File: config.mk
export PLATFORM = sky130hd
export DESIGN_NAME = router_fifo
export DESIGN_NICKNAME = d
export VERILOG_FILES = /design/src/rtl/router_pkg.sv /design/src/rtl/router_fifo.sv
export SDC_FILE = /design/constraint.sdc
export NUM_CORES = 1
export LEC_CHECK = 0
export CAP_MARGIN = 20
export CORE_AREA = 2 2 170 106
export DETAILED_ROUTE_END_ITERATION = 8
export DIE_AREA = 0 0 172 108
export GPL_TIMING_DRIVEN = 0
export PLACE_DENSITY = 0.64
export SYNTH_ARGS = -nofsm -noshare
export SYNTH_HDL_FRONTEND = slang
export SYNTH_SLANG_ARGS = --single-unit
File: constraint.sdc
create_clock -name clk -period 3.05 [get_ports clk]
set_input_delay 0.305 -clock clk [delete_from_list [all_inputs] [get_ports clk]]
set_output_delay 0.305 -clock clk [all_outputs]
set_load 0.01 [all_outputs]
File: src/rtl/router_pkg.sv
// rtl/router_pkg.sv - shared router constants and header decode helper
package router_pkg;

    localparam int DATA_W      = 8;
    localparam int FIFO_DEPTH  = 16;
    localparam int FIFO_ADDR_W = 4;

    // Payload length field inside the header byte
    localparam int LEN_MSB = 7;
    localparam int LEN_LSB = 2;

    localparam int PKT_CNT_W = 7;

    // Bytes still to come after a header: payload length plus the parity byte
    function automatic logic [PKT_CNT_W-1:0] hdr_pkt_cnt(input logic [DATA_W-1:0] hdr);
        return PKT_CNT_W'(hdr[LEN_MSB:LEN_LSB]) + PKT_CNT_W'(1);
    endfunction

endpackage

File: src/rtl/router_fifo.sv
// rtl/router_fifo.sv - per-destination packet buffer with header-aware read counter
//
// Ports:
//   clk       sole clock, rising edge
//   rst       synchronous active-high reset
//   sft_rst   synchronous soft reset from the synchronizer
//   wr_en     write strobe
//   rd_en     read strobe from the destination port
//   lfd_state tags the byte being written as a packet header
//   d_in      write data
//   d_out     registered read data
//   full      no free entry
//   empty     no stored entry
module router_fifo #(
    parameter int DATA_W = router_pkg::DATA_W,
    parameter int DEPTH  = router_pkg::FIFO_DEPTH,
    parameter int ADDR_W = router_pkg::FIFO_ADDR_W
) (
    input  logic              clk,
    input  logic              rst,
    input  logic              sft_rst,
    input  logic              wr_en,
    input  logic              rd_en,
    input  logic              lfd_state,
    input  logic [DATA_W-1:0] d_in,
    output logic [DATA_W-1:0] d_out,
    output logic              full,
    output logic              empty
);

    localparam int CNT_W = router_pkg::PKT_CNT_W;

    logic [ADDR_W:0]   wr_ptr_q, wr_ptr_d;
    logic [ADDR_W:0]   rd_ptr_q, rd_ptr_d;
    logic [CNT_W-1:0]  pkt_cnt_q, pkt_cnt_d;
    logic [DATA_W-1:0] d_out_q, d_out_d;

    // Bit DATA_W of each entry is the header tag
    logic [DATA_W:0]   mem_q [DEPTH];

    logic              wr_fire;
    logic              rd_fire;
    logic              clear;
    logic [DATA_W:0]   rd_entry;

    // MSB of each pointer is a wrap bit, so equal addresses mean either
    // empty (same lap) or full (writer one lap ahead).
    assign empty = (wr_ptr_q == rd_ptr_q);
    assign full  = (wr_ptr_q[ADDR_W-1:0] == rd_ptr_q[ADDR_W-1:0]) &&
                   (wr_ptr_q[ADDR_W] != rd_ptr_q[ADDR_W]);

    assign wr_fire  = wr_en && !full;
    assign rd_fire  = rd_en && !empty;
    assign clear    = rst || sft_rst;
    assign rd_entry = mem_q[rd_ptr_q[ADDR_W-1:0]];

    always_comb begin
        wr_ptr_d  = wr_ptr_q;
        rd_ptr_d  = rd_ptr_q;
        pkt_cnt_d = pkt_cnt_q;
        d_out_d   = d_out_q;

        if (wr_fire) begin
            wr_ptr_d = wr_ptr_q + (ADDR_W+1)'(1);
        end

        if (rd_fire) begin
            rd_ptr_d = rd_ptr_q + (ADDR_W+1)'(1);
            d_out_d  = rd_entry[DATA_W-1:0];
            if (rd_entry[DATA_W]) begin
                pkt_cnt_d = router_pkg::hdr_pkt_cnt(rd_entry[DATA_W-1:0]);
            end else if (pkt_cnt_q != '0) begin
                pkt_cnt_d = pkt_cnt_q - CNT_W'(1);
            end
        end else if (pkt_cnt_q == '0) begin
            // Between packets the port sees zeros rather than a stale byte
            d_out_d = '0;
        end
    end

    always_ff @(posedge clk) begin
        if (clear) begin
            wr_ptr_q  <= '0;
            rd_ptr_q  <= '0;
            pkt_cnt_q <= '0;
            d_out_q   <= '0;
        end else begin
            wr_ptr_q  <= wr_ptr_d;
            rd_ptr_q  <= rd_ptr_d;
            pkt_cnt_q <= pkt_cnt_d;
            d_out_q   <= d_out_d;
        end
    end

    // Storage is never cleared; a write coinciding with either reset is dropped
    always_ff @(posedge clk) begin
        if (wr_fire && !clear) begin
            mem_q[wr_ptr_q[ADDR_W-1:0]] <= {lfd_state, d_in};
        end
    end

    assign d_out = d_out_q;

endmodule

== Word-level counts from Yosys, hierarchy flattened ==
Memory sizes are Yosys's and may differ from the RTL's. A register that Yosys moved wholly into a read port is not among the register bits.
Cells that the tools add are included.

* Add/subtract/negate cells: 4
* Eq/ne operators: 3
* Muxes and demuxes: 8
* Reductions and logical operators: 13

{| class="wikitable"
|+ Operators by type and width
! kind !! count
|-
| $mux 8 || 2
|-
| $mux 7 || 2
|-
| $add 5x1->5 const B || 2
|-
| $mux 4 || 2
|-
| $add 6x1->7 const B || 1
|-
| $logic_not 7->1 || 1
|-
| $reduce_bool 7->1 || 1
|-
| $sub 7x1->7 const B || 1
|-
| $eq 5x5->1 || 1
|-
| $eq 4x4->1 || 1
|-
| $logic_and 1x1->1 || 4
|-
| $reduce_bool 2->1 || 2
|-
| $logic_not 1->1 || 3
|-
| $mux 1 || 2
|-
| $reduce_and 2->1 || 1
|-
| $logic_or 1x1->1 || 1
|-
| $ne 1x1->1 || 1
|}

* Flip-flop bits (word level): 25
* Memory bits (writable): 144
* Input port bits: 14
* Output and inout port bits: 10
* Logic and storage cells: 33
* Memories kept: 1

{| class="wikitable"
|+ Memory list
! memory !! words !! bits a word !! rd ports !! clocked after memory_dff !! write ports !! RTL line !! source
|-
| mem_q || 16 || 9 || 1 || 1 || 1 || router_fifo.sv:39 || <nowiki>logic [DATA_W:0] mem_q [DEPTH];</nowiki>
|}

== Depth between registers and ports, before layout ==
* Depth after elaboration: 7
* Gate-level depth with buffers: 9

== Worst setup path after synthesis ==
No wires, ideal clock.

* Path kind: register to register
* From: reg wr_ptr_q[3]
* To: mem mem_q[3][0] (netlist name) (enable)
* Arrival time: 1898 ps
* Setup slack: 765 ps
* Cell stages (with the launch flop): 8
* Path buffers: 1
* Period minus slack after synthesis: 2285 ps
* Path through: dfxtp_1 > buf_2 > xnor2_1 > nand4_1 > o21a_1 > and2_1 > nand2_1 > nor3_1

* Longest elaborated chain between the ends: 7

{| class="wikitable"
|+ Ends and longest elaborated chain
! what !! RTL line !! source
|-
| start: declaration || router_fifo.sv:33 || <nowiki>logic [ADDR_W:0] wr_ptr_q, wr_ptr_d;</nowiki>
|-
| start signal: assignment || router_fifo.sv:88 || <nowiki>wr_ptr_q <= wr_ptr_d;</nowiki>
|-
| $eq 4x4->1 || router_fifo.sv:49 || <nowiki>assign full = (wr_ptr_q[ADDR_W-1:0] == rd_ptr_q[ADDR_W-1:0]) &&</nowiki>
|-
| $logic_and 1x1->1 || router_fifo.sv:49 ||
|-
| $logic_not 1->1 || router_fifo.sv:52 || <nowiki>assign wr_fire = wr_en && !full;</nowiki>
|-
| $logic_and 1x1->1 || router_fifo.sv:52 ||
|-
| $logic_and 1x1->1 || router_fifo.sv:97 || <nowiki>if (wr_fire && !clear) begin</nowiki>
|-
| $mux 1 || router_fifo.sv:97 ||
|-
| $mux 1 (implied by the code) || router_fifo.sv:98 || <nowiki>mem_q[wr_ptr_q[ADDR_W-1:0]] <= {lfd_state, d_in};</nowiki>
|-
| end: declaration || router_fifo.sv:39 ||
|}

Several ways; a longest one is shown, not always the timed one.

==> flow_summary.ini <==
[clock_network]
clockRootBuffer = clkbuf_16
clkSinkCount = 173
post-cts-setup-buffers = 0
worstSkewPairLatency_ps = 420
cts_tree = yes
hold_buffers = 0
post_cts_resized = 0
h-tree-depth = 4
clk_transition_reported_paths_ps = 70
ctsLongestPathBuffers = 2
cts_made_buffers = 17

[synth]
synth.most_common_cell = edfxtp_1
synthTopCellsByCount = edfxtp_1 (144), mux4_2 (35), nor2_1 (32), dfxtp_1 (29), nand2_1 (21)
yosysTopAreaCell = edfxtp_1
ys_top_cells_by_area = edfxtp_1 (62%), mux4_2 (11%), dfxtp_1 (8.3%), nor2_1 (1.7%), ha_1 (1.2%)
syn_area_sq_um = 7010
ys.flop_type = edfxtp_1
synth_nets = 430
async_flop_share_pct = 0
syn_inst = 409
yosysUniqueCellTypes = 44
ys_ff_latch = 173
syn_area_per_cell_sq_um = 17.1
yosysSeqAreaShare_pct = 70.0
yosysTopAreaCellShare_pct = 61.7
synth_edf_count = 144
yosysWarnings = 0

[drt]
totalWireLength_microns = 14900
drt-pass1-iter-count = 5
drtAntennaViolNets = 0
vias_per_cell = 5.52
first_iter_violations = 381
wl_per_cell_microns = 21.2
drcViolationCount = 0
vias = 3878

[sta]
tns_ps = 0
layout_min_cycle_time_ps = 2860
finalSetupViolCount = 0
hold-worst-slack_ps = 471
relSlewSlack_pct = 29.4
worstMarginPinSlew_ps = 1060
final_hold_viol_count = 0
slew_viol_final = 0
setup_slack_ps = 194
rsz0062_at_grt = false
skew_ps = 11.1
period_share_pct = 93.6
clock.fmax_mhz = 350

[worst_setup_path]
slowest_stage = mux4_2
end_kind = flop
crit_chain = buf_6 -> buf_6 -> mux4_2 -> a22oi_1 -> nand2_1 -> ha_1 -> xor2_1 -> a221oi_1 -> nor2_1
arrival_ps = 3140
crit_top_cell = buf_6
crit_path_max_fanout = 10
critical_path_class = reg2reg
critical_path_required_ps = 3340
cp-start-kind = flop
slowest_delay_ps = 510
reg2regPathDepth = 9

[placed_design]
portBuffers = 23
dp_hpwl_microns = 10300
pre_cts_slack_ps = 212
gp_congestion = 0.768
place_area_sq_um = 7600

[floorplan]
ioPinCount = 24
rows = 37
die_h_microns = 108
coreArea_sq_um = 16900
die_x_microns = 172
start_util_pct = 41.6
die_area_sq_um = 18600

[grt]
grt_pass1_wl_microns = 22200
grt.total_usage_pct = 16.9
gr-total-overflow = 0
grt_max_degree = 17
first_global_vias = 3792
antenna_found_initial = 0

[layout]
area_growth_pct = 17.2
drive_gt1_share_pct = 20.5
insertedDiodeCount = 0
fin_util_pct = 48.8
nFillCells = 1395
fin_area_sq_um = 8220
nNetsFinal = 477

[hold_path]
hold_depth = 2
hp-class = reg2reg

[power]
p_leak_nw = 2.58
power_density_nw_per_um2 = 606
ir_drop_v = 0.000328

[job]
maxCapViolations = 0

[outcome]
status = complete, no violations
-- worst max-delay path: cells and delay by family, from the launching register on --
family	cells	cell delay, ps
adders and majority gates	1	320
buffers and inverters	2	400
DFF	1	330
and+or+nand+nor	2	310
muxes	1	510
AOI/OAI and AO/OA	2	670
xor gates and xnor gates	1	180
-- layout by cell type (no fill, tap or decap), drive strengths merged --
| cell type | Yosys | routed |
|---|---|---|
| a21oi | 15 | 15 |
| a31oi | 2 | 2 |
| clkdlybuf4s50 | 0 | 23 |
| a221oi | 6 | 6 |
| xnor2 | 8 | 8 |
| mux4 | 38 | 38 |
| or2 | 2 | 2 |
| o21a | 2 | 2 |
| ha | 7 | 7 |
| o211ai | 2 | 2 |
| dfxtp | 29 | 29 |
| nor2 | 32 | 32 |
| clkinv | 0 | 2 |
| buf | 11 | 16 |
| a22oi | 10 | 10 |
| nand2b | 3 | 3 |
| mux2i | 2 | 2 |
| o21ai | 11 | 11 |
| a221o | 3 | 3 |
| edfxtp | 144 | 144 |
| nor3 | 7 | 7 |
| xor2 | 7 | 7 |
| and2 | 2 | 2 |
| nand3 | 9 | 9 |
| or3 | 3 | 3 |
| nand4 | 6 | 6 |
| nor4 | 2 | 2 |
| and4 | 1 | 1 |
| clkbuf | 10 | 28 |
| nor2b | 3 | 3 |
| nand2 | 22 | 22 |
| o211a | 1 | 1 |
| nand3b | 1 | 1 |
| clkinvlp | 0 | 4 |
| and3 | 1 | 1 |
| bufinv | 0 | 3 |
| a22o | 3 | 3 |
| inv | 4 | 9 |
-- state kept, by name (all words and copies together), names as in the netlist, named ones only --
| signal | flops |
|---|---|
| d_out | 8 |
| rd_ptr_q | 5 |
| wr_ptr_q | 5 |
| mem_q | 144 |
| pkt_cnt_q | 7 |
-- layer usage --
metal  up-vias  track usage, %  wire (microns)
met5         -               0               0
met4         0            4.50             102
met3        15            3.62            1050
met2       155            24.4            6440
met1      1985            26.1            7320
li1       1723               -               -
-- power by group --
part | internal [mW] | switching [mW] | total (mW)
combinational | 0.0638 | 0.103 | 0.167
sequential | 2.56 | 0.00486 | 2.57
clock | 1.31 | 0.937 | 2.25
total | 3.94 | 1.05 | 4.98
-- cell families (layout without fill, tap and decap cells) --
| group | Yosys count | after routing | share of synthesized area (%) |
|---|---|---|---|
| buffers and inverters | 25 | 85 | 2.00 |
| DFF | 173 | 173 | 70.0 |
| adders and majority gates | 7 | 7 | 1.25 |
| xor gates and xnor gates | 15 | 15 | 1.87 |
| AOI/OAI and AO/OA | 55 | 55 | 5.73 |
| and+or+nand+nor | 94 | 94 | 6.55 |
| muxes | 40 | 40 | 12.7 |
-- worst paths after layout --
check | startpoint | end | slack [ps]
worst max-delay path | flop | pkt_cnt_q[2] | 190
worst min register to register | d_out[1] | d_out[1] | 470
worst max register to register | flop | pkt_cnt_q[2] | 190
worst min-delay path | d_out[1] | d_out[1] | 470
-- area by class of cell --
class	count	area (sq um)	share of cell area (%)
clock inverters	14	184	2.24
multi-input cells	211	1990	24.2
plain buffers	21	125	1.52
clock buffers	18	429	5.22
inverters	4	15.0	0.183
repair buffers	28	283	3.44
flip-flops and latches	173	4900	59.7
well taps	234	293	3.56
-- through the flow --
stage	instances	total power [mW]
6_report	703	4.98
4_1_cts	702	5.00
3_3_place_gp	666	2.78
5_1_grt	703	5.11
3_5_place_dp	670	2.79
2_1_floorplan	409	2.71
(Power assumes the default switching activity.)
